### config.mk
export PLATFORM = sky130hd
export DESIGN_NAME = window_slide_sched
export DESIGN_NICKNAME = d
export VERILOG_FILES = /design/src/rtl/window_slide_pkg.sv /design/src/rtl/ws_bit_buffer.sv /design/src/rtl/window_slide_sched.sv
export SDC_FILE = /design/constraint.sdc
export NUM_CORES = 1
export LEC_CHECK = 0
export CAP_MARGIN = 10
export CORE_ASPECT_RATIO = 1.1
export CORE_MARGIN = 2
export CORE_UTILIZATION = 50
export DETAILED_ROUTE_END_ITERATION = 10
export GPL_ROUTABILITY_DRIVEN = 0
export PLACE_DENSITY_LB_ADDON = 0.05
export RECOVER_POWER = 25
export SLEW_MARGIN = 10
export SYNTH_ARGS = -nofsm -noshare
export SYNTH_HDL_FRONTEND = slang
export SYNTH_SLANG_ARGS = --single-unit
### constraint.sdc
create_clock -name clk -period 3.7 [get_ports clk]
set_input_delay 0.74 -clock clk [delete_from_list [all_inputs] [get_ports clk]]
set_output_delay 0.74 -clock clk [all_outputs]
set_load 0.02 [all_outputs]
### src/rtl/window_slide_pkg.sv
// Shared state encoding and sizing helpers for the window_slide frame scheduler.
package window_slide_pkg;

    typedef enum logic [2:0] {
        ST_IDLE     = 3'd0,
        ST_FILL     = 3'd1,
        ST_STREAM   = 3'd2,
        ST_WAIT_WIN = 3'd3,
        ST_PRESENT  = 3'd4,
        ST_SLIDE    = 3'd5,
        ST_DONE     = 3'd6
    } ws_sched_state_e;

    function automatic int calc_wpr(input int row_len, input int kernel, input int stride);
        return (row_len - kernel) / stride + 1;
    endfunction

    function automatic int calc_num_win(input int row_len, input int kernel, input int stride);
        int wpr;
        wpr = calc_wpr(row_len, kernel, stride);
        return wpr * wpr;
    endfunction

    // Index width for a count of n items, never narrower than one bit.
    function automatic int calc_idx_w(input int n);
        return (n <= 1) ? 1 : $clog2(n);
    endfunction

endpackage

### src/rtl/ws_bit_buffer.sv
// One-bit-wide frame store: write port fed by the upstream fill, read port replays in order.
// Only the pointers are reset; storage contents are don't-care until written.
module ws_bit_buffer #(
    parameter int DEPTH = 100
) (
    input  logic clk,
    input  logic rst,
    input  logic clr_i,
    input  logic wr_en_i,
    input  logic wr_data_i,
    input  logic rd_en_i,
    output logic rd_data_o,
    output logic wr_last_o,
    output logic rd_first_o,
    output logic rd_last_o
);
    localparam int PTR_W = (DEPTH <= 1) ? 1 : $clog2(DEPTH);
    localparam logic [PTR_W-1:0] PTR_LAST = PTR_W'(DEPTH - 1);

    logic             mem_q [DEPTH];
    logic [PTR_W-1:0] wptr_q, wptr_d;
    logic [PTR_W-1:0] rptr_q, rptr_d;

    always_comb begin
        wptr_d = wptr_q;
        rptr_d = rptr_q;
        if (clr_i) begin
            wptr_d = '0;
            rptr_d = '0;
        end else begin
            if (wr_en_i) wptr_d = wptr_q + 1'b1;
            if (rd_en_i) rptr_d = rptr_q + 1'b1;
        end
    end

    always_ff @(posedge clk or posedge rst) begin
        if (rst) begin
            wptr_q <= '0;
            rptr_q <= '0;
        end else begin
            wptr_q <= wptr_d;
            rptr_q <= rptr_d;
        end
    end

    always_ff @(posedge clk) begin
        if (wr_en_i) mem_q[wptr_q] <= wr_data_i;
    end

    assign rd_data_o  = mem_q[rptr_q];
    assign wr_last_o  = (wptr_q == PTR_LAST);
    assign rd_first_o = (rptr_q == '0);
    assign rd_last_o  = (rptr_q == PTR_LAST);

endmodule

### src/rtl/window_slide_sched.sv
// Buffers one binary frame, replays it gap-free into window_slide, then hands out every window.
// Optional WS_SCHED_WATCHDOG_EN adds a WAIT_WIN timeout that sets a sticky err and ends the frame.
//   state    | meaning
//   IDLE     | waiting for start
//   FILL     | accepting upstream bits into the buffer
//   STREAM   | replaying the buffer, one bit per cycle
//   WAIT_WIN | waiting for window_slide to report a window
//   PRESENT  | window offered downstream until accepted
//   SLIDE    | one-cycle slide request
//   DONE     | one-cycle frame_done pulse
module window_slide_sched
    import window_slide_pkg::*;
#(
    parameter int IMAGE_ROW_LEN = 10,
    parameter int KERNEL_SIZE   = 3,
    parameter int STRIDE        = 1,
    parameter int TIMEOUT       = 1024
) (
    input  logic                                   clk,
    input  logic                                   rst,
    input  logic                                   start,
    input  logic                                   pix_valid,
    input  logic                                   pix_data,
    output logic                                   pix_ready,
    output logic                                   ws_new_image,
    output logic                                   ws_x_in,
    output logic                                   ws_slide,
    input  logic [KERNEL_SIZE*KERNEL_SIZE-1:0]     ws_y_out,
    input  logic                                   ws_valid,
    output logic                                   win_valid,
    output logic [KERNEL_SIZE*KERNEL_SIZE-1:0]     win_data,
    output logic [calc_idx_w(calc_wpr(IMAGE_ROW_LEN, KERNEL_SIZE, STRIDE))-1:0] win_row,
    output logic [calc_idx_w(calc_wpr(IMAGE_ROW_LEN, KERNEL_SIZE, STRIDE))-1:0] win_col,
    input  logic                                   win_ready,
    output logic                                   busy,
    output logic                                   frame_done,
    output logic                                   err
);
    localparam int IMAGE_SIZE = IMAGE_ROW_LEN * IMAGE_ROW_LEN;
    localparam int KK         = KERNEL_SIZE * KERNEL_SIZE;
    localparam int WPR        = calc_wpr(IMAGE_ROW_LEN, KERNEL_SIZE, STRIDE);
    localparam int NUM_WIN    = calc_num_win(IMAGE_ROW_LEN, KERNEL_SIZE, STRIDE);
    localparam int IDX_W      = calc_idx_w(WPR);
    localparam int CNT_W      = calc_idx_w(NUM_WIN);
    localparam logic [IDX_W-1:0] COL_LAST = IDX_W'(WPR - 1);
    localparam logic [CNT_W-1:0] WIN_LOAD = CNT_W'(NUM_WIN - 1);

    ws_sched_state_e  state_q, state_d;
    logic [IDX_W-1:0] win_row_q, win_row_d;
    logic [IDX_W-1:0] win_col_q, win_col_d;
    logic [CNT_W-1:0] win_left_q, win_left_d;
    logic [KK-1:0]    win_data_q, win_data_d;

    logic buf_clr, buf_wr, buf_rd;
    logic buf_rd_data, buf_wr_last, buf_rd_first, buf_rd_last;

`ifdef WS_SCHED_WATCHDOG_EN
    localparam int WD_W = calc_idx_w(TIMEOUT);
    localparam logic [WD_W-1:0] WD_LOAD = WD_W'(TIMEOUT - 1);

    logic [WD_W-1:0] wd_cnt_q, wd_cnt_d;
    logic            err_q, err_d;
`endif

    ws_bit_buffer #(
        .DEPTH (IMAGE_SIZE)
    ) u_buf (
        .clk        (clk),
        .rst        (rst),
        .clr_i      (buf_clr),
        .wr_en_i    (buf_wr),
        .wr_data_i  (pix_data),
        .rd_en_i    (buf_rd),
        .rd_data_o  (buf_rd_data),
        .wr_last_o  (buf_wr_last),
        .rd_first_o (buf_rd_first),
        .rd_last_o  (buf_rd_last)
    );

    always_comb begin
        state_d    = state_q;
        win_row_d  = win_row_q;
        win_col_d  = win_col_q;
        win_left_d = win_left_q;
        win_data_d = win_data_q;
        buf_clr    = 1'b0;
        buf_wr     = 1'b0;
        buf_rd     = 1'b0;
`ifdef WS_SCHED_WATCHDOG_EN
        wd_cnt_d   = wd_cnt_q;
        err_d      = err_q;
`endif
        unique case (state_q)
            ST_IDLE: begin
                if (start) begin
                    state_d    = ST_FILL;
                    buf_clr    = 1'b1;
                    win_row_d  = '0;
                    win_col_d  = '0;
                    win_left_d = WIN_LOAD;
                end
            end
            ST_FILL: begin
                if (pix_valid) begin
                    buf_wr = 1'b1;
                    if (buf_wr_last) state_d = ST_STREAM;
                end
            end
            ST_STREAM: begin
                buf_rd = 1'b1;
                if (buf_rd_last) begin
                    state_d = ST_WAIT_WIN;
`ifdef WS_SCHED_WATCHDOG_EN
                    wd_cnt_d = WD_LOAD;
`endif
                end
            end
            ST_WAIT_WIN: begin
                if (ws_valid) begin
                    win_data_d = ws_y_out;
                    state_d    = ST_PRESENT;
                end
`ifdef WS_SCHED_WATCHDOG_EN
                else if (wd_cnt_q == '0) begin
                    err_d   = 1'b1;
                    state_d = ST_DONE;
                end else begin
                    wd_cnt_d = wd_cnt_q - 1'b1;
                end
`endif
            end
            ST_PRESENT: begin
                if (win_ready) begin
                    if (win_left_q == '0) begin
                        state_d = ST_DONE;
                    end else begin
                        state_d    = ST_SLIDE;
                        win_left_d = win_left_q - 1'b1;
                        if (win_col_q == COL_LAST) begin
                            win_col_d = '0;
                            win_row_d = win_row_q + 1'b1;
                        end else begin
                            win_col_d = win_col_q + 1'b1;
                        end
                    end
                end
            end
            ST_SLIDE: begin
                state_d = ST_WAIT_WIN;
`ifdef WS_SCHED_WATCHDOG_EN
                wd_cnt_d = WD_LOAD;
`endif
            end
            ST_DONE: state_d = ST_IDLE;
            default: state_d = ST_IDLE;
        endcase
    end

    always_ff @(posedge clk or posedge rst) begin
        if (rst) begin
            state_q    <= ST_IDLE;
            win_row_q  <= '0;
            win_col_q  <= '0;
            win_left_q <= '0;
            win_data_q <= '0;
        end else begin
            state_q    <= state_d;
            win_row_q  <= win_row_d;
            win_col_q  <= win_col_d;
            win_left_q <= win_left_d;
            win_data_q <= win_data_d;
        end
    end

`ifdef WS_SCHED_WATCHDOG_EN
    always_ff @(posedge clk or posedge rst) begin
        if (rst) begin
            wd_cnt_q <= '0;
            err_q    <= 1'b0;
        end else begin
            wd_cnt_q <= wd_cnt_d;
            err_q    <= err_d;
        end
    end

    assign err = err_q;
`else
    // TIMEOUT only sizes the watchdog; without it there is nothing to configure.
    if (TIMEOUT < 1) begin : g_timeout_unused
    end

    assign err = 1'b0;
`endif

    // Every output decodes flopped state only, so no input reaches an output combinationally.
    assign pix_ready    = (state_q == ST_FILL);
    assign ws_x_in      = (state_q == ST_STREAM) && buf_rd_data;
    assign ws_new_image = (state_q == ST_STREAM) && buf_rd_first;
    assign ws_slide     = (state_q == ST_SLIDE);
    assign win_valid    = (state_q == ST_PRESENT);
    assign win_data     = win_data_q;
    assign win_row      = win_row_q;
    assign win_col      = win_col_q;
    assign busy         = (state_q != ST_IDLE);
    assign frame_done   = (state_q == ST_DONE);

endmodule

# --- Yosys cells after proc, flatten, opt, wreduce, memory -nomap -nowiden ---
# Memories as Yosys holds them, arrays and structs flattened.
# Cells that the tools add are included.
word_totals:
  inputBits: 16
  ram_bits: 100
  register_bits: 38
  n_memories: 1
  elab_cells: 75
  output_inout_bits: 23
op_classes:
  n_mux: 32
  reduce_logical: 13
  addsub: 5
  n_eq_ne: 17
memory_table:
  columns: ["name", "words", "width", "rd", "rd_ports_with_merged_regs", "wr", "line_no", "text"]
  rows:
  - ["u_buf.mem_q", 100, 1, 1, 0, 1, "ws_bit_buffer.sv:20", "logic mem_q [DEPTH];"]
op_table:
  columns: ["op", "n"]
  rows:
  - ["$mux W3", 13]
  - ["$mux W7", 4]
  - ["$mux W6", 3]
  - ["$pmux W3 S6", 1]
  - ["$add A7 B1 Y7 const B", 2]
  - ["$eq A7 B7 Y1 const B", 2]
  - ["$eq A3 B3 Y1 const B", 4]
  - ["$pmux W3 S2", 2]
  - ["$pmux W6 S2", 1]
  - ["$ne A2 B2 Y1 const B", 5]
  - ["$logic_not A7 Y1", 1]
  - ["$mux W1", 7]
  - ["$add A3 B1 Y3 const B", 2]
  - ["$eq A3 B2 Y1 const B", 2]
  - ["$logic_not A6 Y1", 1]
  - ["$ne A2 B1 Y1 const B", 3]
  - ["$reduce_and A6 Y1", 1]
  - ["$reduce_bool A2 Y1", 3]
  - ["$sub A6 B1 Y6 const B", 1]
  - ["$reduce_and A5 Y1", 1]
  - ["$reduce_and A4 Y1", 1]
  - ["$eq A3 B1 Y1 const B", 1]
  - ["$logic_not A3 Y1", 1]
  - ["$reduce_bool A3 Y1", 1]
  - ["other kinds (3)", 4]

# --- Logic depth before layout (Yosys ltp) ---
# Gate-level depths: netlist of run 1.
logic_depth:
  word_depth: 5
  depth_mapped: 8
  depth_no_buf: 7

# --- Cells and area by module ---
# A second synthesis of run 1 with hierarchy kept.
unflattened:
  cells_unflattened: 529
  hier_area_um2: 6522.5
by_module_without_submodules:
  columns: ["module", "area_per_inst_um2", "instances", "cells_per_inst", "seq_area_each_um2"]
  rows:
  - ["ws_bit_buffer", 5163.7, 1, 394, 3353.2]
  - ["window_slide_sched", 1358.8, 1, 135, 600.6]

# --- Least setup slack after synthesis of run 1 ---
# OpenSTA, ideal clock, no wires.
synth_path:
  path_kind: "reg2out"
  from: "reg u_buf.rptr_q[1]"
  to: "out ws_x_in"
  path_buffers: 3
  path_stages_with_launch: 8
  t_required_ps: 2960
  setup_slack_ps: 967
  arrival_time_ps: 1993
  cell_sequence: "dfrtp_1 buf_6 buf_12 buf_2 mux4_2 a31oi_1 a31oi_1 a32oi_1"
synth_between:
  elab_chain_len: 2
synth_rtl:
  columns: ["item", "line_no", "text"]
  rows:
  - ["start: declaration", "ws_bit_buffer.sv:22", "logic [PTR_W-1:0] rptr_q, rptr_d;"]
  - ["start signal: assignment", "ws_bit_buffer.sv:42", "rptr_q <= rptr_d;"]
  - ["$mem_v2 Z100 W1", null, null]
  - ["$logic_and A1 B1 Y1", "window_slide_sched.sv:197", "assign ws_x_in = (state_q == ST_STREAM) && buf_rd_data;"]
  - ["end: declaration", "window_slide_sched.sv:26", "output logic ws_x_in,"]
# No other way between the ends.

# --- Worst setup path after layout of run 1 ---
# Ends and elaborated chain as after synthesis.

==> reports/summary.log, run 1 <==
[outcome] failing checks max-capacitance violations, max-slew violations
[global_routing] pin count of the biggest net entering global routing 101
[detailed_routing] Starting DRT DRC Count 346
[synth] number of flip-flops and latches in the synthesized netlist 138
[floorplan] total die area 13,660 um^2
[synth] number of enable flip-flop cells after synthesis 100
[floorplan] I/O pin count 39
[timing] unrepaired setup endpoints after global routing no
[detailed_routing] ANT nets after route 0
[timing] Worst Slack Setup Final 106.4 ps
[placement] post-placement worst setup slack 291.4 ps
[setup_path] crit path capture type output port
[synth] area fraction in compound gates after synthesis 0.03752
[finish] diode insertion count for antenna repair 0
[finish] sequential cell area 3954 um^2
[setup_path] FF-to-FF Start state_q[0]$_DFFE_PP0P_
[pwr] static power due to leakage 2.609 nW
[synth] Top FF cell, synth sky130_fd_sc_hd__edfxtp_1
[timing] relative slew slack -0.4254
[clock_tree] count of instances resized after the clock tree is built 2
[clock_tree] CTS Hold Buffers Added 0
[finish] Layout fillers 1,055
[timing] final critical path time including I/O delays and setup 3594 ps
[detailed_routing] total vias in the final route 4,013
[pwr] peak ir drop on the vdd network 0.3650 mV
[timing] number of pins exceeding their max-slew limit in the final report 140
[floorplan] area of the core 12,540 um^2
[placement] post-DP HPWL 8098 um
[timing] sum of negative setup slack 0 ps
[clock_tree] Clk Latency, worst-skew pair 420 ps
[timing] Setup Skew 4.514 ps
[setup_path] start point of the critical path u_buf.rptr_q[1]$_DFFE_PP0P_
[global_routing] GRT Total Usage 0.2055
[floorplan] starting density of the core 0.5080
[run] # Max-Cap Violations 2
[clock_tree] buffers inserted by post-CTS timing repair 0
[placement] count of port buffers added during placement 37
[clock_tree] number of clock sinks 138
[synth] Synth warnings 0
[detailed_routing] via/cell ratio 5.684
[global_routing] via count of the first global-routing pass 3,895
[finish] area of the multi-input gates 2245 um^2
[setup_path] CP Data Required Time 2960 ps
[setup_path] sequence of cells on the critical path buf_4 > mux4_1 > mux4_2 > and3b_1 > o21ai_0 > a32oi_1 > dlygate4sd2_1
[timing] final-report setup violation count 0
[clock_tree] Max H-tree Level 4
[synth] post-synthesis cell count 494
[finish] synthesis-to-layout area growth 17.80%
[synth] main combinational cell family by area after synthesis simple AND/OR/NAND/NOR gates
[clock_tree] Root Buffer sky130_fd_sc_hd__clkbuf_16
[finish] Core Util, Final 0.5985
[detailed_routing] Wirelength per Cell 18.79 um
[hold_path] Hold Path Origin win_data[4]$_DFFE_PP0P_
[setup_path] sort of element at the start of the critical path flip-flop
[clock_tree] CTS tree built
[synth] simple logic cell fraction of the synthesized area 0.1491
[timing] number of endpoints with negative hold slack in the final report 0
[clock_tree] clock buffer count from CTS 17
[setup_path] Worst Path Arrival 2850 ps
[clock_tree] clock-pin slew reported for the worst setup and hold paths after clock tree synthesis 60 ps
[floorplan] Row Count 43
[detailed_routing] drt total wl 13,260 um
[synth] xor and xnor area share after synthesis 0.01788
[clock_tree] CTS max path bufs 2
[global_routing] total congestion overflow 0
[setup_path] worst-path maximum fanout 9
[outcome] status complete, but fails checks
[timing] final worst path period share 0.9712
[synth] area share of fa/ha/maj cells after synthesis 0.01572
[timing] slew at the pin with the worst max-slew slack 2138 ps
[synth] average cell area after synthesis 12.89 um^2
[floorplan] Die Span Y 122.4 um
[setup_path] slowest cell on the critical path sky130_fd_sc_hd__mux4_1
[setup_path] WS Path Type flip-flop to output port
[synth] FFs w/ async S/R, synth 0.2754
[finish] fin nets 561
[detailed_routing] DRT Pass-1 Iters 4
[finish] share of final-layout standard cells stronger than drive strength 1 0.1202
[synth] number of distinct standard cells referenced by the synthesized netlist 49
[synth] number of nets in the synthesized netlist 518
[timing] Highest Clock Rate 0.2783 GHz
[detailed_routing] drt drc 0
[global_routing] number of antenna violations at the first check in global routing 0
[synth] share of cell area taken by muxes after synthesis 0.1316
[global_routing] global-route wire length before repair 20,780 um
[hold_path] path category of the worst min-delay check flip-flop to flip-flop
[floorplan] x dimension of the die 111.6 um
[pwr] PD cells 672.7 nW/um^2
[synth] post-synth design cell area 6369 um^2
[setup_path] largest incremental delay on the critical path 570 ps
[synth] sequential element share of the synthesized area 0.6208
==> kinds of logic (layout without fill, tap and decap cells) <==
family	after synthesis	in the layout
AND/OR/NAND/NOR	213	213
buffers and inverters	34	89
adder cells (fa/ha/maj)	8	8
multiplexers	48	48
XOR/XNOR	13	13
other	1	1
AO/OA/AOI/OAI	39	39
flip-flops	138	138
==> routing by layer <==
layer  global-route usage  part of all wire  wire length, um
met4              0.09105             0.025              331
met3              0.05136             0.052              690
met1               0.2545              0.44             5781
met2               0.3464              0.49             6459
met5                    0                 0                0
==> where the power goes <==
group | leakage, nW | internal (W) | total (W) | switching [W]
Clock | 0.285 | 0.00112 | 0.00174 | 0.000626
Sequential | 1.37 | 0.00178 | 0.00191 | 0.000125
Combinational | 0.954 | 0.000676 | 0.00140 | 0.000721
==> state kept, by name (all words and copies together) (netlist names) <==
signal        cells
win_left_q        6
win_row           3
win_col           3
u_buf.wptr_q      7
state_q           3
u_buf.rptr_q      7
u_buf.mem_q     100
win_data          9
==> path summary, 6_finish.rpt <==
kind	slack [ps]	cells past startpoint	to
min in group asynchronous	1540	3	win_data[0]$_DFFE_PP0P_
hold / removal	500	1	win_data[4]$_DFFE_PP0P_
setup / recovery	110	7	ws_x_in
setup reg to reg	1110	5	u_buf.mem_q[54]$_DFFE_PP_
hold reg to reg	500	1	win_data[4]$_DFFE_PP0P_
max in group asynchronous	930	3	u_buf.wptr_q[5]$_DFFE_PP0P_
==> worst max-delay path: cells and delay by family (launching register included) <==
kind            cells  cell delay [ps]
mux                 2             1060
buf+inv             2              560
flops               1              360
compound gates      2              270
simple gates        1              190
==> metrics by stage <==
stage                     area, um^2  hold WS [ps]  std cells  power, W
after floorplan                 6369         478.1        494  0.002894
after global placement          6900         486.7        675  0.003321
after detailed placement        6900         495.5        675  0.003350
after CTS                       7508         508.7        706  0.005103
after global routing            7502         529.9        706  0.005274
final                           7502         503.9        706  0.005047
==> synth_stat cells, types with 2 or more instances <==
cell	instances	area [um^2]
sky130_fd_sc_hd__o211ai_1	2	15.01
sky130_fd_sc_hd__nor3_1	3	15.01
sky130_fd_sc_hd__buf_2	3	15.01
sky130_fd_sc_hd__mux2_2	9	101.4
sky130_fd_sc_hd__or3_1	3	18.77
sky130_fd_sc_hd__and3_1	2	12.51
sky130_fd_sc_hd__xor2_1	8	70.07
sky130_fd_sc_hd__nor4b_1	2	17.52
sky130_fd_sc_hd__ha_1	8	100.1
sky130_fd_sc_hd__o21ai_0	15	75.07
sky130_fd_sc_hd__nor2b_1	10	62.56
sky130_fd_sc_hd__a31oi_1	5	31.28
sky130_fd_sc_hd__a21oi_1	6	30.03
sky130_fd_sc_hd__mux4_2	16	360.4
sky130_fd_sc_hd__nor3b_1	2	15.01
sky130_fd_sc_hd__nand2_1	35	131.4
sky130_fd_sc_hd__nand2b_1	3	18.77
sky130_fd_sc_hd__mux2i_1	14	140.1
sky130_fd_sc_hd__mux4_1	9	236.5
sky130_fd_sc_hd__nand3_1	12	60.06
sky130_fd_sc_hd__edfxtp_1	100	3003
sky130_fd_sc_hd__buf_4	4	30.03
sky130_fd_sc_hd__o31ai_1	2	15.01
sky130_fd_sc_hd__nor2_1	126	473.0
sky130_fd_sc_hd__clkbuf_1	17	63.81
sky130_fd_sc_hd__and4_1	2	17.52
sky130_fd_sc_hd__a32oi_1	2	17.52
sky130_fd_sc_hd__inv_1	7	26.28
sky130_fd_sc_hd__nand4_1	3	18.77
sky130_fd_sc_hd__dfrtp_1	38	950.9
sky130_fd_sc_hd__xnor2_1	5	43.79
sky130_fd_sc_hd__and3b_1	3	26.28
sky130_fd_sc_hd__o21a_1	2	15.01
==> cell type report <==
cell class / instances / share of cell area
clock buffer: 18 / 0.05720
clock inverter: 13 / 0.02352
inverter: 8 / 0.004003
sequential: 138 / 0.5270
multi-input combinational: 322 / 0.2992
tap: 157 / 0.02618
timing repair buffer: 50 / 0.06288
==> cell usage in the layout (no fill, tap or decap), types with 2 or more instances in the layout <==
master / instances
sky130_fd_sc_hd__o21ai_0: 15
sky130_fd_sc_hd__o211ai_1: 2
sky130_fd_sc_hd__dfrtp_1: 38
sky130_fd_sc_hd__nor3_1: 3
sky130_fd_sc_hd__a21oi_1: 6
sky130_fd_sc_hd__o21a_1: 2
sky130_fd_sc_hd__a31oi_1: 5
sky130_fd_sc_hd__nand3_1: 12
sky130_fd_sc_hd__ha_1: 8
sky130_fd_sc_hd__edfxtp_1: 100
sky130_fd_sc_hd__and3b_1: 3
sky130_fd_sc_hd__nor4b_1: 2
sky130_fd_sc_hd__mux2i_1: 14
sky130_fd_sc_hd__nand2_1: 35
sky130_fd_sc_hd__nor3b_1: 2
sky130_fd_sc_hd__nor2_1: 126
sky130_fd_sc_hd__mux2_2: 9
sky130_fd_sc_hd__nand2b_1: 3
sky130_fd_sc_hd__xnor2_1: 5
sky130_fd_sc_hd__clkinvlp_4: 3
sky130_fd_sc_hd__clkbuf_16: 17
sky130_fd_sc_hd__a32oi_1: 2
sky130_fd_sc_hd__o31ai_1: 2
sky130_fd_sc_hd__and3_1: 2
sky130_fd_sc_hd__mux4_2: 16
sky130_fd_sc_hd__clkdlybuf4s50_1: 34
sky130_fd_sc_hd__bufinv_16: 4
sky130_fd_sc_hd__nor2b_1: 10
sky130_fd_sc_hd__or3_1: 3
sky130_fd_sc_hd__buf_4: 9
sky130_fd_sc_hd__inv_1: 7
sky130_fd_sc_hd__xor2_1: 8
sky130_fd_sc_hd__clkinv_1: 4
sky130_fd_sc_hd__and4_1: 2
sky130_fd_sc_hd__mux4_1: 9
sky130_fd_sc_hd__nand4_1: 3
sky130_fd_sc_hd__clkbuf_1: 2
Power figures use the tool's default switching activity.
==> run 2: changes to the inputs <==
--- a/config.mk
+++ b/config.mk
@@ -7,10 +7,9 @@
 export LEC_CHECK = 0
 export CAP_MARGIN = 10
 export CORE_ASPECT_RATIO = 1.1
-export CORE_MARGIN = 2
+export CORE_MARGIN = 8
 export CORE_UTILIZATION = 50
 export DETAILED_ROUTE_END_ITERATION = 10
-export GPL_ROUTABILITY_DRIVEN = 0
 export PLACE_DENSITY_LB_ADDON = 0.05
 export RECOVER_POWER = 25
 export SLEW_MARGIN = 10
==> run 2 against run 1 <==
Effect of this change:
- the flow still finishes with violations (max-capacitance violations, max-slew violations)
- global-route usage down 3.3 points
- worst hold slack worse by 3.2 ps
- via count up 0.57%
- wire length up 2.7%
- non-clock buffer count up 4
- flip-flop and latch count unchanged
- clock power down 11%
- maximum frequency down 1.1%
- clock-buffer cell count down 1
- critical path type unchanged
- largest cell class unchanged
==> reports/summary.log, run 2 (synthesis gave the netlist of run 1 again) <==
[global_routing] total congestion overflow 0
[floorplan] starting density of the core 0.5080
[timing] unrepaired setup endpoints after global routing no
[detailed_routing] drt drc 0
[outcome] status complete, but fails checks
[setup_path] Worst Path Arrival 2890 ps
[setup_path] crit path capture type output port
[global_routing] global-route wire length before repair 21,420 um
[timing] final critical path time including I/O delays and setup 3632 ps
[pwr] PD cells 650.3 nW/um^2
[placement] placed insts 679
[setup_path] start point of the critical path u_buf.rptr_q[1]$_DFFE_PP0P_
[setup_path] slowest cell on the critical path sky130_fd_sc_hd__mux4_1
[finish] leading cell types in the layout, fill and taps excluded sky130_fd_sc_hd__nor2_1 (126), sky130_fd_sc_hd__edfxtp_1 (100), sky130_fd_sc_hd__dfrtp_1 (36), sky130_fd_sc_hd__nand2_1 (35), sky130_fd_sc_hd__clkdlybuf4s50_1 (34)
[setup_path] CP Data Required Time 2960 ps
[timing] Setup Skew 6.808 ps
[finish] share of final-layout standard cells stronger than drive strength 1 0.1338
[pwr] Clock Power Share 0.317
[setup_path] Critical R2R Capture u_buf.mem_q[22]$_DFFE_PP_
[timing] relative slew slack -0.4006
[global_routing] GR Layer Usage met3 0.04666
[clock_tree] Clk Latency, worst-skew pair 420 ps
[setup_path] worst-path maximum fanout 10
[setup_path] crit path capture ws_x_in
[setup_path] Worst R2R Setup Slack 1230 ps
[clock_tree] CTS tree built
[clock_tree] count of instances resized after the clock tree is built 1
[finish] diode insertion count for antenna repair 0
[setup_path] Reg2Reg Depth 6
[global_routing] number of antenna violations at the first check in global routing 0
[timing] final worst path period share 0.9816
[clock_tree] buffers inserted by post-CTS timing repair 0
[finish] register with the most flip-flops u_buf.mem_q
[clock_tree] CTS max path bufs 2
[timing] Highest Clock Rate 0.2753 GHz
[timing] number of pins exceeding their max-slew limit in the final report 140
[setup_path] number of buffers and inverters on the critical path 2
[placement] post-DP HPWL 8946 um
[floorplan] Row Count 43
[global_routing] pin count of the biggest net entering global routing 101
[detailed_routing] drt total wl 13,620 um
[pwr] peak ir drop on the vdd network 0.4808 mV
[hold_path] path category of the worst min-delay check flip-flop to flip-flop
[clock_tree] CTS Hold Buffers Added 0
[setup_path] sequence of cells on the critical path buf_12 > mux4_1 > mux4_2 > and3b_1 > o21ai_0 > a32oi_1 > dlygate4sd2_1
[detailed_routing] DRT Pass-1 Iters 5
[detailed_routing] Wirelength per Cell 19.18 um
[setup_path] cell type group with the largest total delay on the critical path multiplexers
[finish] fin nets 565
[pwr] logic gate share of total power 0.286
[clock_tree] Root Buffer sky130_fd_sc_hd__clkbuf_16
[placement] count of port buffers added during placement 37
[floorplan] x dimension of the die 123.6 um
[run] # Max-Cap Violations 2
[placement] GPL Wtd Cong 0.7876
[pwr] design internal power 0.003382 W
[setup_path] FF-to-FF Start state_q[2]$_DFFE_PP0P_
[pwr] part of the power in registers 0.397
[clock_tree] clock-pin slew reported for the worst setup and hold paths after clock tree synthesis 60 ps
[pwr] Net Sw Frac 0.3027
[pwr] Psw 0.001468 W
[global_routing] highest-utilization routing layer at the global route stage met2
[detailed_routing] via/cell ratio 5.685
[detailed_routing] total vias in the final route 4,036
[finish] max reg flops 100
[timing] sum of negative setup slack 0 ps
[timing] number of endpoints with negative hold slack in the final report 0
[outcome] failing checks max-capacitance violations, max-slew violations
[setup_path] WS Path Type flip-flop to output port
[finish] synthesis-to-layout area growth 17.11%
[timing] final-report setup violation count 0
[detailed_routing] ANT nets after route 0
[finish] most common cell after layout, fill and taps aside sky130_fd_sc_hd__nor2_1
[timing] slew at the pin with the worst max-slew slack 2101 ps
[floorplan] total die area 16,610 um^2
[clock_tree] clock buffer count from CTS 17
[setup_path] total number of cells along the worst setup path 7
[floorplan] area of the core 12,540 um^2
[pwr] static power due to leakage 2.600 nW
[finish] Final Instance Count excl. Fillers 710
[global_routing] GRT Total Usage 0.1721
[floorplan] I/O pin count 39
[detailed_routing] Starting DRT DRC Count 271
[clock_tree] Max H-tree Level 4
[global_routing] via count of the first global-routing pass 4,070
[global_routing] global routing met2 resource utilization 0.2788
[floorplan] Die Span Y 134.4 um
[global_routing] global-route met1 utilization 0.2084
[setup_path] sort of element at the start of the critical path flip-flop
[clock_tree] number of clock sinks 138
[setup_path] largest incremental delay on the critical path 550 ps
[run 2: changes by cell type in the layout (fill, tap and decap cells not counted), sizes merged]
cell,change
buf,+4
clkinv,+4
bufinv,-3
clkbuf,-1
[run 2: worst min path at each step]
| stage | startpoint | end | slack (ps) | cells past startpoint |
|---|---|---|---|---|
| after detailed placement | win_data[6]$_DFFE_PP0P_ | win_data[6]$_DFFE_PP0P_ | 490 | 1 |
| final | win_data[6]$_DFFE_PP0P_ | win_data[6]$_DFFE_PP0P_ | 500 | 1 |
| after floorplan | win_left_q[0]$_DFFE_PP0P_ | win_left_q[0]$_DFFE_PP0P_ | 480 | 1 |
| after global placement | win_data[6]$_DFFE_PP0P_ | win_data[6]$_DFFE_PP0P_ | 490 | 1 |
| after CTS | win_data[6]$_DFFE_PP0P_ | win_data[6]$_DFFE_PP0P_ | 500 | 1 |
| after global routing | win_data[0]$_DFFE_PP0P_ | win_data[0]$_DFFE_PP0P_ | 530 | 1 |
[run 2: final cells by class]
cell class | instances | area (um^2)
fillers | 1040 | 5077
flip-flops and latches | 138 | 3956
multi-input cells | 322 | 2245
repair buffers | 54 | 498.0
clock buffers | 17 | 425.4
well taps | 157 | 196.4
clock inverters | 14 | 107.6
inverters | 8 | 30.03
[run 2: routing by layer]
| layer | vias to the layer above | share of wire |
|---|---|---|
| li1 | 1884 | - |
| met1 | 2011 | 0.43 |
| met2 | 119 | 0.49 |
| met3 | 22 | 0.055 |
| met4 | 0 | 0.024 |
| met5 | - | 0 |
[run 2: power groups by stage]
stage                     registers (W)  clock network (W)  logic (W)
after floorplan                 0.00196                  0   0.000935
after global placement          0.00194                  0    0.00139
after detailed placement        0.00195                  0    0.00141
after CTS                       0.00192            0.00156    0.00141
after global routing            0.00195            0.00162    0.00151
final                           0.00192            0.00154    0.00139
[run 2: per-stage QoR]
| stage | total power [W] | utilization | cell area, um^2 | hold slack, ps | worst slack [ps] |
|---|---|---|---|---|---|
| floorplan | 0.002894 | - | 6369 | 478.1 | 966.8 |
| global placement | 0.003330 | 0.5529 | 6930 | 485.6 | 295.0 |
| detailed placement | 0.003362 | 0.5529 | 6930 | 491.1 | 252.2 |
| CTS | 0.004895 | 0.5953 | 7462 | 503.9 | 1.049 |
| global route | 0.005073 | 0.5950 | 7458 | 532.4 | 6.547 |
| finish | 0.004851 | 0.5950 | 7458 | 500.7 | 68.18 |
==> run 3: changes to the inputs <==
--- a/config.mk
+++ b/config.mk
@@ -5,7 +5,7 @@
 export SDC_FILE = /design/constraint.sdc
 export NUM_CORES = 1
 export LEC_CHECK = 0
-export CAP_MARGIN = 10
+export CAP_MARGIN = 25
 export CORE_ASPECT_RATIO = 1.1
 export CORE_MARGIN = 8
 export CORE_UTILIZATION = 50
==> results of run 3 <==
No change in the layout: final DEF, timing and power equal those of run 2.
